## src/rtl/pixel_event_fifo_if.sv

```systemverilog
// Pixel push/pop bus between the brush packet generator, the event FIFO and the I2C reader.
// The master side drives pushes and pops. The slave side (the FIFO) presents the head entry.
interface pixel_event_fifo_if;
  logic       wr_valid;
  logic [7:0] wr_x;
  logic [7:0] wr_y;
  logic [2:0] wr_color;
  logic       rd_pop;
  logic       rd_valid;
  logic [7:0] rd_x;
  logic [7:0] rd_y;
  logic [2:0] rd_color;

  modport master (
    output wr_valid, wr_x, wr_y, wr_color, rd_pop,
    input  rd_valid, rd_x, rd_y, rd_color
  );

  modport slave (
    input  wr_valid, wr_x, wr_y, wr_color, rd_pop,
    output rd_valid, rd_x, rd_y, rd_color
  );
endinterface

```

## src/rtl/pixel_event_fifo.sv

```systemverilog
// First-word-fall-through pixel queue: a push becomes visible at the head one edge later.
// There is no backpressure. A push into a full FIFO is dropped and counted, and repeated pixels can be squashed.
module pixel_event_fifo #(
  parameter int DEPTH = 16,
  parameter bit DEDUP = 1'b1
) (
  input  logic                     clk,
  input  logic                     rst_n,
  input  logic                     clear,
  pixel_event_fifo_if.slave        bus,
  output logic [$clog2(DEPTH):0]   count,
  output logic                     full,
  output logic                     overflow,
  output logic [7:0]               drop_cnt
);
  localparam int AW = $clog2(DEPTH);
  localparam int CW = AW + 1;

  typedef struct packed {
    logic [7:0] x;
    logic [7:0] y;
    logic [2:0] color;
  } pix_t;

  pix_t           mem [DEPTH];
  logic [AW-1:0]  rd_ptr;
  logic [AW-1:0]  wr_ptr;
  logic           last_valid;
  pix_t           last_payload;

  pix_t wr_payload;
  pix_t head;
  logic not_empty;
  logic pop_eff;
  logic dup;
  logic push_acc;
  logic push_drop;

  always_comb begin
    wr_payload = '{x: bus.wr_x, y: bus.wr_y, color: bus.wr_color};
    not_empty  = (count != '0);
    full       = (count == CW'(DEPTH));
    pop_eff    = bus.rd_pop && not_empty;
    dup        = 1'b0;
    if (DEDUP) begin
      dup = last_valid && (wr_payload == last_payload);
    end
    push_acc  = bus.wr_valid && !dup && (!full || pop_eff);
    push_drop = bus.wr_valid && !dup && full && !pop_eff;
  end

  // Head is masked to zero while empty so the consumer never sees stale storage.
  assign head         = not_empty ? mem[rd_ptr] : '0;
  assign bus.rd_valid = not_empty;
  assign bus.rd_x     = head.x;
  assign bus.rd_y     = head.y;
  assign bus.rd_color = head.color;

  always_ff @(posedge clk) begin
    if (push_acc && !clear) begin
      mem[wr_ptr] <= wr_payload;
    end
  end

  always_ff @(posedge clk or negedge rst_n) begin
    if (!rst_n) begin
      rd_ptr       <= '0;
      wr_ptr       <= '0;
      count        <= '0;
      overflow     <= 1'b0;
      drop_cnt     <= '0;
      last_valid   <= 1'b0;
      last_payload <= '0;
    end else if (clear) begin
      rd_ptr     <= '0;
      wr_ptr     <= '0;
      count      <= '0;
      overflow   <= 1'b0;
      drop_cnt   <= '0;
      last_valid <= 1'b0;
    end else begin
      if (push_acc) begin
        wr_ptr       <= wr_ptr + AW'(1);
        last_payload <= wr_payload;
        last_valid   <= 1'b1;
      end else if (pop_eff && count == CW'(1)) begin
        // Draining to empty re-arms dedup so the same pixel can be queued again.
        last_valid <= 1'b0;
      end
      if (pop_eff) begin
        rd_ptr <= rd_ptr + AW'(1);
      end
      if (push_acc && !pop_eff) begin
        count <= count + CW'(1);
      end else if (pop_eff && !push_acc) begin
        count <= count - CW'(1);
      end
      if (push_drop) begin
        overflow <= 1'b1;
        if (drop_cnt != 8'hFF) begin
          drop_cnt <= drop_cnt + 8'd1;
        end
      end
    end
  end
endmodule
```

## src/flat_wrapper.sv

```systemverilog
// flat-port wrapper written by rule: the top's interface ports become plain ports
module pixel_event_fifo_flat 
#(
  parameter int DEPTH = 16,
  parameter bit DEDUP = 1'b1
)
  (clk, rst_n, clear, count, full, overflow, drop_cnt, bus_wr_valid, bus_wr_x, bus_wr_y, bus_wr_color, bus_rd_pop, bus_rd_valid, bus_rd_x, bus_rd_y, bus_rd_color);
  pixel_event_fifo_if bus_i ();
  input  logic clk;
  input  logic rst_n;
  input  logic clear;
  output logic [$clog2(DEPTH):0] count;
  output logic full;
  output logic overflow;
  output logic [7:0] drop_cnt;
  input wire logic [$bits(bus_i.wr_valid)-1:0] bus_wr_valid;
  input wire logic [$bits(bus_i.wr_x)-1:0] bus_wr_x;
  input wire logic [$bits(bus_i.wr_y)-1:0] bus_wr_y;
  input wire logic [$bits(bus_i.wr_color)-1:0] bus_wr_color;
  input wire logic [$bits(bus_i.rd_pop)-1:0] bus_rd_pop;
  output wire logic [$bits(bus_i.rd_valid)-1:0] bus_rd_valid;
  output wire logic [$bits(bus_i.rd_x)-1:0] bus_rd_x;
  output wire logic [$bits(bus_i.rd_y)-1:0] bus_rd_y;
  output wire logic [$bits(bus_i.rd_color)-1:0] bus_rd_color;
  assign bus_i.wr_valid = bus_wr_valid;
  assign bus_i.wr_x = bus_wr_x;
  assign bus_i.wr_y = bus_wr_y;
  assign bus_i.wr_color = bus_wr_color;
  assign bus_i.rd_pop = bus_rd_pop;
  assign bus_rd_valid = bus_i.rd_valid;
  assign bus_rd_x = bus_i.rd_x;
  assign bus_rd_y = bus_i.rd_y;
  assign bus_rd_color = bus_i.rd_color;
  pixel_event_fifo #(.DEPTH(DEPTH), .DEDUP(DEDUP)) u_core (.clk(clk), .rst_n(rst_n), .clear(clear), .bus(bus_i), .count(count), .full(full), .overflow(overflow), .drop_cnt(drop_cnt));
endmodule
```

## config.mk

```make
export PLATFORM = sky130hd
export DESIGN_NAME = pixel_event_fifo_flat
export DESIGN_NICKNAME = d
export VERILOG_FILES = /design/src/rtl/pixel_event_fifo_if.sv /design/src/rtl/pixel_event_fifo.sv /design/src/flat_wrapper.sv
export SDC_FILE = /design/constraint.sdc
export NUM_CORES = 1
export LEC_CHECK = 0
export ABC_CLOCK_PERIOD_IN_PS = 4950
export BUFFER_PORTS_ARGS = -buffer_cell sky130_fd_sc_hd__buf_4
export CORE_UTILIZATION = 47
export CTS_CLUSTER_DIAMETER = 60
export DETAILED_ROUTE_END_ITERATION = 16
export SLEW_MARGIN = 25
export SYNTH_ARGS = -nofsm -noshare
export SYNTH_HDL_FRONTEND = slang
export SYNTH_SLANG_ARGS = --single-unit
```

## constraint.sdc

```tcl
create_clock -name clk -period 4.95 [get_ports clk]
set_input_delay 0.2475 -clock clk [delete_from_list [all_inputs] [get_ports clk]]
set_output_delay 0.2475 -clock clk [all_outputs]
set_load 0.05 [all_outputs]
```

==> flow_summary.toml, run 1 <==
[critical_path]
slowest_delay_ns = 0.98
cp-start-kind = "flop"
worst_path_max_delay_cell = "and4_1"
endpoint_kind = "flop"
worst_ep_arrival_time_ns = 3.74
rr_worst_depth = 7
reg2reg_from = "u_core.count[0]$_DFFE_PN0P_"
cp_cell_sequence = "inv_1, ha_1, and4bb_2, nand2b_1, o211ai_2, nor2_2, and4_1"
criticalPathCategory = "flop to flop"
required_ns = 5.07
reg2reg_slack_ns = 1.34
rr_endpoint = "u_core.mem[13][0]$_DFFE_PP_"
crit_fanout = 19

[grt]
grt_busiest_layer = "met2"
overflow = 0
grt_pass1_vias = 7538
met1_usage = 0.274
gr-usage-all-layers = 0.200
grt_pass1_wl_um = 45300
grt_max_degree = 64
use_met3 = 0.0311
grtUsageMet2 = 0.334
antenna_found_initial = 0

[placed_design]
post-place-ws_ns = 1.34
gp_congestion = 0.798
io_buffers = 58
dp_hpwl_um = 16700

[synthesis]
synth_area_um2 = 14100
synthTopCellsByCount = "edfxtp_1 (304), mux4_2 (95), dfrtp_1 (42)"
synth_ff_type = "edfxtp_1"
synth-edff-count = 304
synth_xor_area_frac = 0.0168
synth-adder-area-share = 0.00888
synth_compound_area_frac = 0.0174
synth_top_family_by_area = "multiplexers"
syn_nets = 726
syn-mean-instance-area_um2 = 20.4
muxShareOfSynthArea = 0.172
synthCells = 692
async_reset_ff_frac = 0.121
yosys.area.top_type = "edfxtp_1"
synth_area_leaders = "edfxtp_1 (65%), mux4_2 (15%), dfrtp_1 (7.5%), mux2_4 (1.6%), xor2_1 (1.4%)"
ys_types = 49
yosys.area_share.simple = 0.0471
synth-seq-cells = 346
yosysMostFrequentCell = "edfxtp_1"
ys_seq_area_frac = 0.722
yosys_warnings = 0
synth_top_area_frac = 0.648

[floorplanning]
initial_core_util = 0.477
die_h_um = 175
die_area_um2 = 30700
die_x_um = 175
ios = 59
row_count = 63
core_um2 = 29600

[drt]
drc = 0
detail_route.vias_per_cell = 5.85
wl_um = 29500
ant_nets = 0
drtIter0Drc = 576
routed-via-count = 6944
wl_per_cell_um = 24.9
drt_pass1_iterations = 5

[hold_path]
hold_path.class = "input pin to flop"
hp-start = "bus_wr_y[2]"
min_path_cells = 1
holdPathEnd = "u_core.mem[2][5]$_DFFE_PP_"

[power_and_ir_drop]
power.density_nw_per_um2 = 496
leakage_nw = 5.36
ir_drop_mv = 0.242

[clock_network]
hold_buffers = 1
post_cts_buffers = 0
cts-root-buf = "clkbuf_16"
numCtsBuffers = 37
cts_tree = "done"
path_clk_slew_ns = 0.06
clk_latency_ns = 0.52
cts_max_level = 2
cts_max_path_buffers = 3
post_cts_resized = 0
clock-sinks = 346

[timing]
timing.final.crit_period_ns = 3.61
finalSetupViolCount = 0
max_slew_margin = 0.296
hold_viol = 0
drv_slew = 0
whs_ns = 0.0529
finalCritPeriodShare = 0.730
rsz0062_at_grt = "no"
tns_ns = 0
fmax_mhz = 277
worst_pin_slew_ns = 1.06
clock_skew_ns = 0.0221
timing.final.ws_setup_ns = 1.34

[finish]
layout-drive-gt1-share = 0.329
final_nets = 801
antenna_cells = 0
finalCoreUtilization = 0.550
area_growth_pct = 15.4
fillers = 2209

[flow_run]
drv_cap = 0

[outcome]
status = "finished clean"
report_power, final:
part,leakage [nW],switching [mW],internal [mW],total [mW]
Combinational,1.46,0.982,0.797,1.78
Clock,0.629,1.10,1.78,2.88
Sequential,3.27,0.168,3.25,3.42
area by class of cell:
| type | count | area [um2] | area share |
|---|---|---|---|
| clock buffers | 51 | 1070 | 0.0658 |
| clock inverters | 17 | 223 | 0.0137 |
| inverters | 11 | 41.3 | 0.00254 |
| multi-input cells | 300 | 3720 | 0.229 |
| flip-flops and latches | 346 | 10200 | 0.626 |
| well taps | 390 | 488 | 0.0300 |
| repair buffers | 71 | 536 | 0.0329 |
kinds of logic after synthesis:
group                    Yosys count
buffers and inverters             46
AND/OR/NAND/NOR                  110
adder cells (fa/ha/maj)           10
XOR/XNOR                          27
flip-flops                       346
multiplexers                     115
AO/OA/AOI/OAI                     38
worst max-delay path: cells and delay by family, from the launching register on:
family	cells	cell delay [ns]
flip-flops	1	0.43
AND/OR/NAND/NOR	4	2.11
buffers and inverters	1	0.12
adder cells (fa/ha/maj)	1	0.23
AO/OA/AOI/OAI	1	0.32
per-stage QoR:
step	cell area, um2	instances	power (mW)
2_1_floorplan	14100	692	4.79
3_3_place_gp	15000	1117	5.25
3_5_place_dp	15000	1117	5.28
4_1_cts	16300	1186	8.17
5_1_grt	16300	1186	8.36
6_report	16300	1186	8.07
per-layer routing:
metal  up-vias  share of wire  wire length, um
li1       2987              -                -
met1      3692           0.43            12600
met2       215           0.50            14800
met3        50          0.051             1500
met4         0          0.022              661
met5         -              0                0
layout by cell type, fill, tap and decap left out, drive strengths merged, types with 3 or more instances in the layout:
| master | instances |
|---|---|
| xnor2 | 5 |
| bufinv | 5 |
| inv | 13 |
| nand3 | 10 |
| mux2 | 19 |
| nor2 | 12 |
| dfrtp | 42 |
| nor3 | 5 |
| or3 | 9 |
| nand2 | 11 |
| or4 | 3 |
| and2 | 23 |
| edfxtp | 304 |
| nand2b | 3 |
| and3 | 6 |
| ha | 10 |
| nor4 | 10 |
| o21ai | 10 |
| clkinv | 8 |
| buf | 70 |
| nand4 | 5 |
| a21oi | 12 |
| clkbuf | 51 |
| and4 | 6 |
| mux4 | 95 |
| xor2 | 22 |
| o31ai | 3 |
registers in the layout (all words and copies together) (netlist names):
signal,cells
u_core.rd_ptr,4
u_core.count,5
u_core.wr_ptr,4
u_core.overflow,1
u_core.mem,304
u_core.last_payload,19
u_core.drop_cnt,8
u_core.last_valid,1
worst max-delay path by stage:
stage,startpoint,to,slack [ns],cells past startpoint
global placement,u_core.count[0]$_DFFE_PN0P_,u_core.mem[12][9]$_DFFE_PP_,1.58,7
detailed placement,u_core.count[0]$_DFFE_PN0P_,u_core.mem[12][7]$_DFFE_PP_,1.34,7
CTS,u_core.rd_ptr[0]$_DFFE_PN0P_,bus_rd_color[0],1.26,5
floorplan,u_core.count[0]$_DFFE_PN0P_,u_core.mem[4][0]$_DFFE_PP_,0.67,7
finish,u_core.count[0]$_DFFE_PN0P_,u_core.mem[13][0]$_DFFE_PP_,1.34,7
global route,u_core.count[0]$_DFFE_PN0P_,u_core.mem[15][18]$_DFFE_PP_,1.15,7
Power figures use the tool's default switching activity.
==> run 2, diff against run 1 <==
--- a/config.mk
+++ b/config.mk
@@ -5,11 +5,12 @@
 export SDC_FILE = /design/constraint.sdc
 export NUM_CORES = 1
 export LEC_CHECK = 0
-export ABC_CLOCK_PERIOD_IN_PS = 4950
+export ABC_CLOCK_PERIOD_IN_PS = 3200
 export BUFFER_PORTS_ARGS = -buffer_cell sky130_fd_sc_hd__buf_4
 export CORE_UTILIZATION = 47
 export CTS_CLUSTER_DIAMETER = 60
 export DETAILED_ROUTE_END_ITERATION = 16
+export PLACE_DENSITY = 0.66
 export SLEW_MARGIN = 25
 export SYNTH_ARGS = -nofsm -noshare
 export SYNTH_HDL_FRONTEND = slang
==> constraint.sdc (replaced) <==
create_clock -name clk -period 3.2 [get_ports clk]
set_input_delay 0.16 -clock clk [delete_from_list [all_inputs] [get_ports clk]]
set_output_delay 0.16 -clock clk [all_outputs]
set_load 0.05 [all_outputs]
==> flow_summary.toml, run 2 (synthesis gave the netlist of run 1 again) <==
[drt]
routed-via-count = 7103
ant_nets = 0
drtIter0Drc = 586
drt_pass1_iterations = 4
wl_um = 29800
detail_route.vias_per_cell = 5.84
drc = 0
wl_per_cell_um = 24.5

[timing]
drv_slew = 0
finalSetupViolCount = 0
clock_skew_ns = 0.0225
fmax_mhz = 341
timing.final.ws_setup_ns = 0.264
hold_viol = 0
max_slew_margin = 0.398
worst_pin_slew_ns = 0.903
finalCritPeriodShare = 0.918
timing.final.crit_period_ns = 2.94
rsz0062_at_grt = "no"

[floorplanning]
die_x_um = 175
ios = 59
row_count = 63
initial_core_util = 0.477
die_h_um = 175
core_um2 = 29600
die_area_um2 = 30700

[finish]
area_growth_pct = 17.6
largest_reg_flops = 304
final_nets = 833
largest_register = "u_core.mem"
mostFrequentLayoutCells = "edfxtp_1 (304), mux4_2 (95), buf_4 (84), dfrtp_1 (40), clkbuf_16 (39)"
layout-drive-gt1-share = 0.329
top_regs = "u_core.mem x304, u_core.last_payload x19, u_core.drop_cnt x8"
antenna_cells = 0
final_common_cell = "edfxtp_1"

[placed_design]
io_buffers = 58
post-place-ws_ns = 0.434
dp_hpwl_um = 17300
gp_congestion = 0.790

[hold_path]
hold_path.class = "input pin to flop"

[clock_network]
cts_max_path_buffers = 3
cts_tree = "done"
clock-sinks = 346
clk_latency_ns = 0.52
cts-root-buf = "clkbuf_16"
post_cts_buffers = 0
cts_max_level = 2
numCtsBuffers = 37
path_clk_slew_ns = 0.06

[power_and_ir_drop]
ir_drop_mv = 0.440
finalPower_mw = 12.4
power.density_nw_per_um2 = 750
internal_power_mw = 8.90
combPwrFrac = 0.239
pwr-share-seq = 0.416
p_sw_frac = 0.283
leakage_nw = 5.51
p_switching_mw = 3.51
p_clk_frac = 0.345

[outcome]
status = "finished clean"

[grt]
grt_max_degree = 43
overflow = 0
grt_pass1_wl_um = 45300
gr-usage-all-layers = 0.200
grt_pass1_vias = 7530
antenna_found_initial = 0

[critical_path]
criticalPathCategory = "flop to output port"
endpoint_kind = "output port"
worst_ep_arrival_time_ns = 2.78
crit_fanout = 18
cp-start-kind = "flop"
required_ns = 3.04

[flow_run]
drv_cap = 0
[run 2: area by class of cell]
| class | count | area, um2 |
|---|---|---|
| fill | 2185 | 13000 |
| clock buffer | 45 | 1040 |
| tap | 390 | 488 |
| clock inverter | 22 | 211 |
| inverter | 11 | 41.3 |
| sequential | 346 | 10200 |
| multi-input combinational | 300 | 3730 |
| timing repair buffer | 103 | 871 |
[run 2: path summary, 6_finish.rpt]
path | startpoint | cells after the start | end | slack [ns]
max | u_core.rd_ptr[1]$_DFFE_PN0P_ | 5 | bus_rd_x[6] | 0.26
min | bus_wr_x[4] | 1 | u_core.mem[7][15]$_DFFE_PP_ | 0.01
max reg2reg | u_core.count[0]$_DFFE_PN0P_ | 8 | u_core.mem[2][11]$_DFFE_PP_ | 0.39
min reg2reg | u_core.overflow$_DFFE_PN0P_ | 2 | u_core.overflow$_DFFE_PN0P_ | 0.51
max in group asynchronous | rst_n | 2 | u_core.rd_ptr[0]$_DFFE_PN0P_ | 2.60
min in group asynchronous | rst_n | 2 | u_core.count[2]$_DFFE_PN0P_ | 0.18
[run 2: what timing repair did]
action                                 in CTS  in global routing
setup endpoints to repair                   0                  0
hold buffers                               14                  0
endpoints found under the hold margin     211                  0
gates resized for setup                     0                  0
[run 2: worst max-delay path, cell delays in order (launching register included)]
cell and delay [ns]:
dfrtp_2 0.72, buf_4 0.33, mux4_2 0.35, mux4_2 0.49, and2_1 0.17, buf_4 0.18
[run 2: power by group through the flow]
stage	Clock, mW	Combinational (mW)	Sequential [mW]
after floorplan	0	2.15	5.25
after global placement	0	2.97	5.24
after detailed placement	0	3.00	5.25
after CTS	4.37	3.03	5.16
after global routing	4.54	3.17	5.17
final	4.29	2.97	5.16
[run 2: through the flow]
stage	std cells	util	TNS, ns	hold WS [ns]	cell area, um2
after floorplan	692	-	-17.39	-0.136	14100
after global placement	1136	0.514	0	0.181	15200
after detailed placement	1136	0.514	0	0.188	15200
after CTS	1217	0.561	0	0.00168	16600
after global routing	1217	0.561	0	0.00382	16600
final	1217	0.561	0	0.0132	16600
[run 2: metal layers]
metal	wire length (um)	global-route usage	vias to the layer above
met2	14700	0.323	215
met1	12700	0.277	3782
li1	-	-	3057
met3	1510	0.0331	49
met4	862	0.0743	0
met5	0	0	-
